### src/rtl/alu_exec_stage.sv
// Single-cycle ALU execute stage with valid/ready handshakes on both sides.
// Define ALU_EXEC_SKID_EN to add a one-entry skid register that decouples in_ready from out_ready.
module alu_exec_stage (
  input  logic        clk,
  input  logic        rst,
  input  logic        in_valid,
  output logic        in_ready,
  input  logic [3:0]  op,
  input  logic [31:0] rs1,
  input  logic [31:0] rs2,
  input  logic [4:0]  rd_idx,
  output logic        out_valid,
  input  logic        out_ready,
  output logic [31:0] rd,
  output logic [4:0]  rd_idx_out,
  output logic        illegal
);

  logic [4:0]  w_shamt;
  logic [31:0] w_result;
  logic        w_illegal;
  logic        w_xfer;

  logic        r_out_valid;
  logic [31:0] r_rd;
  logic [4:0]  r_rd_idx;
  logic        r_illegal;

  assign w_shamt = rs2[4:0];

  always_comb begin
    w_result  = '0;
    w_illegal = 1'b0;
    case (op)
      4'd0:    w_result = rs1 + rs2;
      4'd1:    w_result = rs1 - rs2;
      4'd2:    w_result = rs1 << w_shamt;
      4'd3:    w_result = rs1 >> w_shamt;
      4'd4:    w_result = 32'($signed(rs1) >>> w_shamt);
      4'd5:    w_result = rs1 & rs2;
      4'd6:    w_result = rs1 | rs2;
      4'd7:    w_result = rs1 ^ rs2;
      4'd8:    w_result = {31'd0, $signed(rs1) < $signed(rs2)};
      4'd9:    w_result = {31'd0, rs1 < rs2};
      default: w_illegal = 1'b1;
    endcase
  end

  assign w_xfer     = in_valid && in_ready;
  assign out_valid  = r_out_valid;
  assign rd         = r_rd;
  assign rd_idx_out = r_rd_idx;
  assign illegal    = r_illegal;

`ifdef ALU_EXEC_SKID_EN
  logic        r_skid_valid;
  logic [31:0] r_skid_rd;
  logic [4:0]  r_skid_idx;
  logic        r_skid_illegal;
  logic        w_out_free;

  // Ready depends only on registered skid state (plus reset), never on out_ready.
  assign in_ready   = !rst && !r_skid_valid;
  assign w_out_free = !r_out_valid || out_ready;

  always_ff @(posedge clk) begin
    if (rst) begin
      r_out_valid    <= 1'b0;
      r_rd           <= '0;
      r_rd_idx       <= '0;
      r_illegal      <= 1'b0;
      r_skid_valid   <= 1'b0;
      r_skid_rd      <= '0;
      r_skid_idx     <= '0;
      r_skid_illegal <= 1'b0;
    end else if (w_out_free) begin
      if (r_skid_valid) begin
        r_out_valid  <= 1'b1;
        r_rd         <= r_skid_rd;
        r_rd_idx     <= r_skid_idx;
        r_illegal    <= r_skid_illegal;
        r_skid_valid <= 1'b0;
      end else if (w_xfer) begin
        r_out_valid <= 1'b1;
        r_rd        <= w_result;
        r_rd_idx    <= rd_idx;
        r_illegal   <= w_illegal;
      end else begin
        r_out_valid <= 1'b0;
      end
    end else if (w_xfer) begin
      r_skid_valid   <= 1'b1;
      r_skid_rd      <= w_result;
      r_skid_idx     <= rd_idx;
      r_skid_illegal <= w_illegal;
    end
  end
`else
  assign in_ready = !rst && (!r_out_valid || out_ready);

  always_ff @(posedge clk) begin
    if (rst) begin
      r_out_valid <= 1'b0;
      r_rd        <= '0;
      r_rd_idx    <= '0;
      r_illegal   <= 1'b0;
    end else if (w_xfer) begin
      r_out_valid <= 1'b1;
      r_rd        <= w_result;
      r_rd_idx    <= rd_idx;
      r_illegal   <= w_illegal;
    end else if (out_ready) begin
      r_out_valid <= 1'b0;
    end
  end
`endif

endmodule

### config.mk
export PLATFORM = sky130hd
export DESIGN_NAME = alu_exec_stage
export DESIGN_NICKNAME = d
export VERILOG_FILES = /design/src/rtl/alu_exec_stage.sv
export SDC_FILE = /design/constraint.sdc
export NUM_CORES = 1
export LEC_CHECK = 0
export CAP_MARGIN = 15
export CORE_MARGIN = 8
export CORE_UTILIZATION = 45
export CTS_BUF_LIST = sky130_fd_sc_hd__clkbuf_4 sky130_fd_sc_hd__clkbuf_8 sky130_fd_sc_hd__clkbuf_16
export DETAILED_ROUTE_END_ITERATION = 10
export PLACE_DENSITY = 0.69
export SYNTH_ARGS = -nofsm -noshare
export SYNTH_HDL_FRONTEND = slang
export SYNTH_SLANG_ARGS = --single-unit
### constraint.sdc
create_clock -name clk -period 4.2 [get_ports clk]
set_clock_uncertainty 0.15 [all_clocks]
set_input_delay 0.84 -clock clk [delete_from_list [all_inputs] [get_ports clk]]
set_output_delay 0.84 -clock clk [all_outputs]
set_load 0.02 [all_outputs]
==> results.yml, run 1 <==
power:
  leakage_uw: 0.005798
  p_per_area_nw_per_um2: 191.1
  vdd_ir_drop_max_mv: 0.1880
  total_power_uw: 2568
clock_network:
  ctsHoldBuffers: 0
  cts.sinks: 39
  htreeDepth: 2
  cts_tree: "built"
  root_buffer: "clkbuf_16"
  clk_path_buf_depth: 2
  path_clk_slew_ps: 60
  clk_latency_ps: 290
  cts_inserted_buffers: 5
yosys:
  synthCells: 1426
  ys_ff_latch: 39
  yosysSeqAreaShare_pct: 7.653
  syn-cell-area_um2: 10200
  yosysWarnings: 0
  async_reset_ff_share_pct: 0
  synth-main-ff-cell: "dfxtp_1"
  synth.avg_cell_area_um2: 7.154
  synth_edf_count: 0
  synth_fp_nets: 1603
  ys_types: 86
min_path:
  min_from: "rd[8]"
  hold_end: "rd[8]"
  whs_path_depth: 2
  hp-class: "flop to flop"
timing:
  worst_pin_slew_ps: 1018
  timing.slew.headroom_pct: 31.30
  maxSlewViolCount: 0
  finalSetupViolCount: 0
  fin_crit_ps: 4160
  finalHoldViolCount: 0
  max_freq_mhz: 240.4
  hold_ws_ps: 302.7
  fin_crit_sh_pct: 99.05
placed_design:
  gp_congestion: 0.9958
  place_area_um2: 13120
  hpwl_um: 38210
  io_buffers: 116
route:
  postRouteAntennaNets: 0
  drc: 0
  vias: 12628
  dr.pass1.iters: 6
  wire_per_inst_um: 24.49
  vias_per_cell: 6.436
  drt-initial-drc-count: 1475
  routed_wl_um: 48040
setup_path:
  start_kind: "input pin"
  ff2ff_setup_slack_ps: 1820
  cp_max_fo: 2
  crit_path_end_kind: "flop"
  cp.arrival_ps: 4190
  required_ps: 4230
  crit_family: "compound AO/OA/AOI/OAI gates"
  critical_path.cell_chain: "clkdlybuf4s50_1, inv_1, ha_2, fa_2, o21ba_2, or3_4, a2111oi_4, buf_4, o21ai_0, a21oi_1, or2_4, o221ai_1, a211o_1, a22o_1"
  r2r-end: "rd[15]"
  critPathSlowestCell: "clkdlybuf4s50_1"
  slowest_delay_ps: 480
  r2r-start: "out_valid"
  reg2reg_depth: 9
  cp.buffers_inverters: 3
  path_class: "input pin to flop"
global_routing:
  grt_pass1_wl_um: 72580
  gr-total-overflow: 0
  grt_pass1_vias: 12111
  grt_max_degree: 67
  gr-usage-all-layers_pct: 33.04
  antenna_found_initial: 1
floorplanning:
  die_w_um: 166.6
  core_um2: 22430
  fp-row-count: 55
  ios: 117
  initial_utilization_pct: 45.48
  fp.dieH_um: 166.6
  die_area_um2: 27750
cells_and_area:
  fin_nets: 1853
  layout_commonest_cell: "buf_4"
  final_area_um2: 13440
  synthToLayoutAreaGrowth_pct: 31.71
  layout_common_cells: "buf_4 (234), nand2_1 (144), nor2_1 (133), a21oi_1 (133), clkdlybuf4s50_1 (111)"
  layout-drive-gt1-share_pct: 21.65
  antenna_cells: 0
run:
  drv_cap: 0
run_status:
  status: "finished, final reports clean"
==> metrics by stage <==
step,util (%),cells,worst slack [ps],setup TNS (ps)
2_1_floorplan,-,1426,-66.22,-66.22
3_3_place_gp,58.47,1952,-455.0,-3859
3_5_place_dp,58.47,1952,-466.8,-4905
4_1_cts,59.50,1960,20.06,0
5_1_grt,59.90,1962,-13.57,-23.74
6_report,59.90,1962,40.04,0
==> flip-flops by register name (all words and copies together) (netlist names) <==
name and flops:
rd 32, rd_idx_out 5, illegal 1, out_valid 1
==> worst min-delay path: stages, from the launching register on <==
cell	delay, ps
dfxtp_1	320
nand2_1	40
o21ai_0	50
==> cell usage after synthesis (all sizes together), types with 14 or more instances <==
master | count | area share [%]
a211oi | 29 | 2.1
a21oi | 136 | 6.7
a221oi | 17 | 1.5
a31oi | 15 | 0.92
and3 | 14 | 0.86
buf | 31 | 1.7
clkbuf | 81 | 3.0
dfxtp | 39 | 7.7
ha | 98 | 12
inv | 101 | 3.7
mux2 | 26 | 2.9
mux2i | 62 | 6.1
mux4 | 39 | 8.6
nand2 | 144 | 5.3
nand2b | 16 | 0.98
nand3 | 26 | 1.3
nor2 | 133 | 4.9
nor3 | 26 | 1.3
o21ai | 95 | 4.7
o21bai | 15 | 1.1
o221ai | 17 | 1.5
o31ai | 15 | 1.1
==> repair_timing <==
item                                   CTS  global route
resized for setup                       11            18
buffers inserted                         0             2
endpoints found under the hold margin    0             0
pin swaps                                1            12
setup endpoints to repair                8            14
==> routing by layer <==
metal  global-route usage [%]  up-vias  routed length [µm]
li1                         -     5840                   -
met1                    41.45     5874               19200
met2                    53.19      758               21600
met3                    5.556      154                4212
met4                    18.37        2                3013
met5                        0        -                  16
==> final cells by class <==
| type | count | area [µm²] |
|---|---|---|
| clock inverter | 2 | 60.06 |
| clock buffer | 6 | 132.6 |
| multi-input combinational | 1173 | 8717 |
| inverter | 102 | 382.9 |
| timing repair buffer | 355 | 3008 |
| sequential | 39 | 780.7 |
| tap | 285 | 356.6 |
| fill | 2193 | 8996 |
==> cells by family (layout without fill, tap and decap cells) <==
| group | count (synthesis) | after routing | synth area share (%) |
|---|---|---|---|
| mux | 127 | 127 | 17.56 |
| buf+inv | 214 | 465 | 8.474 |
| flops | 39 | 39 | 7.653 |
| xor+xnor | 7 | 7 | 0.6009 |
| fa+ha+maj | 100 | 100 | 12.41 |
| simple gates | 440 | 440 | 20.38 |
| compound gates | 499 | 499 | 32.92 |
==> report_power, final <==
group          internal, µW  switching, µW  leakage (µW)
clock network           348            167     0.0000945
registers               392           12.7      0.000318
logic                   722            927       0.00539
==> worst max-delay path by stage <==
stage | cells after the start | end | from | slack, ps
after floorplan | 15 | rd[20] | rs2[2] | -70
after global placement | 15 | rd[9] | rs1[1] | -450
after detailed placement | 15 | rd[9] | rs1[1] | -470
after CTS | 13 | rd[23] | rs1[1] | 20
after global routing | 13 | rd[23] | rs1[1] | -10
final | 14 | rd[12] | rs1[0] | 40
Power figures use the tool's default switching activity.
==> run 2: changes to the inputs <==
--- a/config.mk
+++ b/config.mk
@@ -14,3 +14,4 @@
 export SYNTH_ARGS = -nofsm -noshare
 export SYNTH_HDL_FRONTEND = slang
 export SYNTH_SLANG_ARGS = --single-unit
+export TNS_END_PERCENT = 1
==> results.yml, run 2 (synthesis gave the netlist of run 1 again) <==
power:
  p_per_area_nw_per_um2: 188.0
  vdd_ir_drop_max_mv: 0.1469
  total_power_uw: 2535
  leakage_uw: 0.005830
floorplanning:
  initial_utilization_pct: 45.48
  fp-row-count: 55
  ios: 117
  die_w_um: 166.6
  die_area_um2: 27750
  fp.dieH_um: 166.6
  core_um2: 22430
setup_path:
  crit_path_end_kind: "flop"
  critical_path.cell_chain: "clkdlybuf4s50_1, inv_1, ha_1, o21ba_2, a211o_1, a211oi_2, o21ai_0, and4b_1, buf_4, nor4_1, mux2_2, nand2_1, a311oi_1"
  cp.buffers_inverters: 3
  slowest_delay_ps: 480
  critPathSlowestCell: "clkdlybuf4s50_1"
  cp.arrival_ps: 4110
  required_ps: 4210
  crit_family: "compound AO/OA/AOI/OAI gates"
  cp_max_fo: 4
  path_class: "input pin to flop"
  start_kind: "input pin"
route:
  drt-initial-drc-count: 1526
  dr.pass1.iters: 5
  postRouteAntennaNets: 0
  drc: 0
  wire_per_inst_um: 25.13
  vias_per_cell: 6.560
  vias: 12890
  routed_wl_um: 49380
timing:
  fin_crit_sh_pct: 97.63
  rsz0062_at_grt: "yes"
  finalSetupViolCount: 0
  fin_ws_ps: 99.39
  worst_pin_slew_ps: 1013
  fin_crit_ps: 4101
  timing.slew.headroom_pct: 31.58
  maxSlewViolCount: 0
  finalHoldViolCount: 0
  max_freq_mhz: 243.9
  finalSetupTns_ps: 0
clock_network:
  cts_tree: "built"
  root_buffer: "clkbuf_16"
  cts_inserted_buffers: 5
  cts.sinks: 39
  clk_latency_ps: 290
  htreeDepth: 2
  clk_path_buf_depth: 2
  path_clk_slew_ps: 70
  postCtsSetupBuffers: 0
cells_and_area:
  multi_input_area_um2: 8705
  final_area_um2: 13480
  fin_util_pct: 60.11
  synthToLayoutAreaGrowth_pct: 32.17
  fillers: 2134
  fin_nets: 1856
  layout-drive-gt1-share_pct: 21.67
  final-seq-area_um2: 780.7
  layout_common_cells: "buf_4 (233), nand2_1 (144), nor2_1 (133)"
  antenna_cells: 0
  layout_commonest_cell: "buf_4"
  largest_reg_flops: 32
run_status:
  status: "finished, final reports clean"
global_routing:
  grt_pass1_vias: 12601
  gr-usage-all-layers_pct: 34.28
  grt_pass1_wl_um: 75310
  grt_max_degree: 68
  antenna_found_initial: 1
  gr-total-overflow: 0
placed_design:
  gp_congestion: 0.9872
  io_buffers: 116
  hpwl_um: 38720
  pre_cts_ws_ps: -406.3
  place_area_um2: 13210
run:
  drv_cap: 0
min_path:
  hp-class: "flop to flop"
[run 2: cell count changes in the layout (fill, tap and decap cells not counted), sizes merged]
| cell | delta |
|---|---|
| buf | +3 |
| clkdlybuf4s50 | -2 |
| dlymetal6s2s | +2 |
| bufinv | -1 |
| clkinv | +1 |
[run 2: power breakdown]
| group | switching [µW] | internal [µW] | total [µW] |
|---|---|---|---|
| Clock | 176 | 296 | 472 |
| Combinational | 936 | 723 | 1660 |
| Sequential | 12.7 | 392 | 404 |
| Total | 1120 | 1410 | 2530 |
[run 2: per-layer routing]
metal | track usage (%) | up-vias | part of all wire, %
met1 | 42.81 | 6099 | 40
met5 | 0 | - | 0.024
met4 | 19.98 | 2 | 6.4
met3 | 5.957 | 162 | 8.9
li1 | - | 5856 | -
met2 | 54.86 | 771 | 45
[run 2: final timing paths]
kind,from,end,slack (ps),depth (start not counted)
setup / recovery,rs1[1],rd[27],100,13
hold / removal,rd[4],rd[4],300,2
setup reg to reg,out_valid,rd[28],1820,10
hold reg to reg,rd[4],rd[4],300,2
[run 2: metrics by stage]
step                cells  hold WS (ps)
floorplan            1426         375.2
global placement     1957         290.2
detailed placement   1957         292.5
CTS                  1965         306.2
global route         1965         319.7
finish               1965         302.9
[run 2: timing repair]
action                                 CTS  global route
pin swaps                                0             5
gates resized for setup                  5            20
setup endpoints to repair               10            18
endpoints found under the hold margin    0             0
hold buffers                             0             0
[run 2: layout make-up]
class / count / share of cell area (%)
Timing Repair Buffer: 358 / 22.88
Sequential cell: 39 / 5.790
Clock buffer: 6 / 1.030
Tap cell: 285 / 2.645
Clock inverter: 2 / 0.2598
Inverter: 102 / 2.839
Multi-Input combinational cell: 1173 / 64.55
[run 2: worst reg2reg max path, cell delays in order, from the launching register on]
cell and delay, ps:
dfxtp_1 310, nor2b_1 130, nor2_1 160, nand2_1 290
nand2_1 260, nand3_1 110, a211oi_1 230, buf_4 170
nand2_1 80, o32ai_1 290, a21oi_1 100
==> run 3: changes to the inputs <==
--- a/config.mk
+++ b/config.mk
@@ -9,8 +9,9 @@
 export CORE_MARGIN = 8
 export CORE_UTILIZATION = 45
 export CTS_BUF_LIST = sky130_fd_sc_hd__clkbuf_4 sky130_fd_sc_hd__clkbuf_8 sky130_fd_sc_hd__clkbuf_16
+export CTS_CLUSTER_DIAMETER = 200
 export DETAILED_ROUTE_END_ITERATION = 10
-export PLACE_DENSITY = 0.69
+export DONT_BUFFER_PORTS = 1
 export SYNTH_ARGS = -nofsm -noshare
 export SYNTH_HDL_FRONTEND = slang
 export SYNTH_SLANG_ARGS = --single-unit
==> results.yml, run 3 (synthesis gave the netlist of run 1 again) <==
timing:
  fin_crit_ps: 3912
  finalSetupViolCount: 0
  max_freq_mhz: 255.7
  fin_ws_ps: 288.4
  timing.slew.headroom_pct: 31.39
  finalHoldViolCount: 0
  worst_pin_slew_ps: 1003
  maxSlewViolCount: 0
  fin_crit_sh_pct: 93.13
  finalSetupTns_ps: 0
  rsz0062_at_grt: "no"
cells_and_area:
  antenna_cells: 0
  synthToLayoutAreaGrowth_pct: 4.808
  layout-drive-gt1-share_pct: 10.93
  layout_common_cells: "nand2_1 (144), a21oi_1 (134), nor2_1 (133)"
  largest_reg_flops: 32
  layout_commonest_cell: "nand2_1"
  instances_no_fill: 1657
  fin_nets: 1548
route:
  drc: 0
  vias: 11531
  dr.pass1.iters: 6
  drt-initial-drc-count: 1593
  routed_wl_um: 43870
  wire_per_inst_um: 26.47
  postRouteAntennaNets: 0
  vias_per_cell: 6.959
power:
  switchingPower_uw: 888.3
  leakage_uw: 0.004406
  p_per_area_nw_per_um2: 195.6
  power_frac_clock_pct: 24.4
  p_seq_share_pct: 20.8
  p_comb_share_pct: 54.8
  p_int_uw: 1203
  vdd_ir_drop_max_mv: 0.1816
  swShare_pct: 42.47
floorplanning:
  initial_utilization_pct: 45.48
  core_um2: 22430
  die_area_um2: 27750
  ios: 117
  fp.dieH_um: 166.6
  die_w_um: 166.6
  fp-row-count: 55
setup_path:
  cp.arrival_ps: 3990
  critPathSlowestCell: "fa_1"
  critical_path.cell_chain: "inv_1, ha_1, fa_1, o21ba_2, or3_1, a2111oi_4, o21ai_1, a21oi_1, o311ai_0, a21oi_1, o221ai_1, a21oi_1"
  path_class: "input pin to flop"
  slowest_delay_ps: 430
  cpMostUsedCell: "a21oi_1"
  cp_max_fo: 6
  crit_path_end_kind: "flop"
  required_ps: 4280
  start_kind: "input pin"
run_status:
  status: "finished, final reports clean"
clock_network:
  cts_resized: 0
  clk_latency_ps: 290
  htreeDepth: 2
  postCtsSetupBuffers: 0
  cts.sinks: 39
  cts_tree: "built"
  root_buffer: "clkbuf_16"
  path_clk_slew_ps: 70
  ctsHoldBuffers: 0
  cts_inserted_buffers: 5
  clk_path_buf_depth: 2
placed_design:
  dp.cells: 1649
  hpwl_um: 33890
  pre_cts_ws_ps: 89.34
  io_buffers: 0
  gp_congestion: 0.9987
global_routing:
  antenna_found_initial: 0
  grt_pass1_wl_um: 67080
  grt_max_degree: 87
  gr-usage-all-layers_pct: 30.35
  gr-total-overflow: 0
  grt_pass1_vias: 10694
run:
  drv_cap: 0
min_path:
  hp-class: "flop to flop"
[run 3: cell types whose count changed in the layout (fill, tap and decap cells not counted), moves of 3 or more]
cell and change:
buf_12 -10, buf_2 -4, clkdlybuf4s50_1 -109, buf_4 -183
a2111oi_0 +3, a2111oi_2 -3
[run 3: power by group through the flow]
stage | sequential [µW] | combinational, µW | clock (µW)
after floorplan | 437 | 849 | 0
after global placement | 444 | 1110 | 0
after detailed placement | 444 | 1110 | 0
after CTS | 436 | 1120 | 518
after global routing | 437 | 1230 | 526
final | 435 | 1150 | 510
[run 3: final timing paths]
kind | slack [ps] | cells past startpoint | from | to
max | 290 | 12 | rs1[0] | rd[28]
min reg2reg | 400 | 2 | rd[4] | rd[4]
min | 400 | 2 | rd[4] | rd[4]
max reg2reg | 1300 | 7 | out_valid | rd[27]
[run 3: per-stage QoR]
stage          instance area (µm²)  total power, µW  hold slack, ps  util [%]
5_1_grt                      10690             2197           417.0     47.66
6_report                     10690             2091           400.1     47.66
4_1_cts                      10690             2072           405.3     47.66
2_1_floorplan                10230             1286           375.2         -
3_5_place_dp                 10500             1555           396.9     46.80
3_3_place_gp                 10500             1553           397.4     46.80
[run 3: layout make-up]
cell class                      count  area (µm²)
Inverter                          102       382.9
Sequential cell                    39       780.7
Tap cell                          285       356.6
Clock inverter                      2       60.06
Multi-Input combinational cell   1173        8605
Fill cell                        2331       11740
Clock buffer                        6       132.6
Timing Repair Buffer               50       375.4
[run 3: per-layer routing]
| layer | GRT usage [%] | wire length (µm) | part of all wire, % | vias up |
|---|---|---|---|---|
| met5 | 0 | 0 | 0 | - |
| met4 | 15.20 | 2436 | 5.6 | 0 |
| met3 | 5.626 | 4215 | 9.6 | 135 |
| met2 | 46.70 | 19150 | 44 | 703 |
| met1 | 40.06 | 18060 | 41 | 5458 |
| li1 | - | - | - | 5235 |
[run 3: critical path: cells and delay by family]
kind	cells	cell delay (ps)
buf+inv	1	30
fa+ha+maj	2	650
simple gates	1	370
compound gates	8	2100
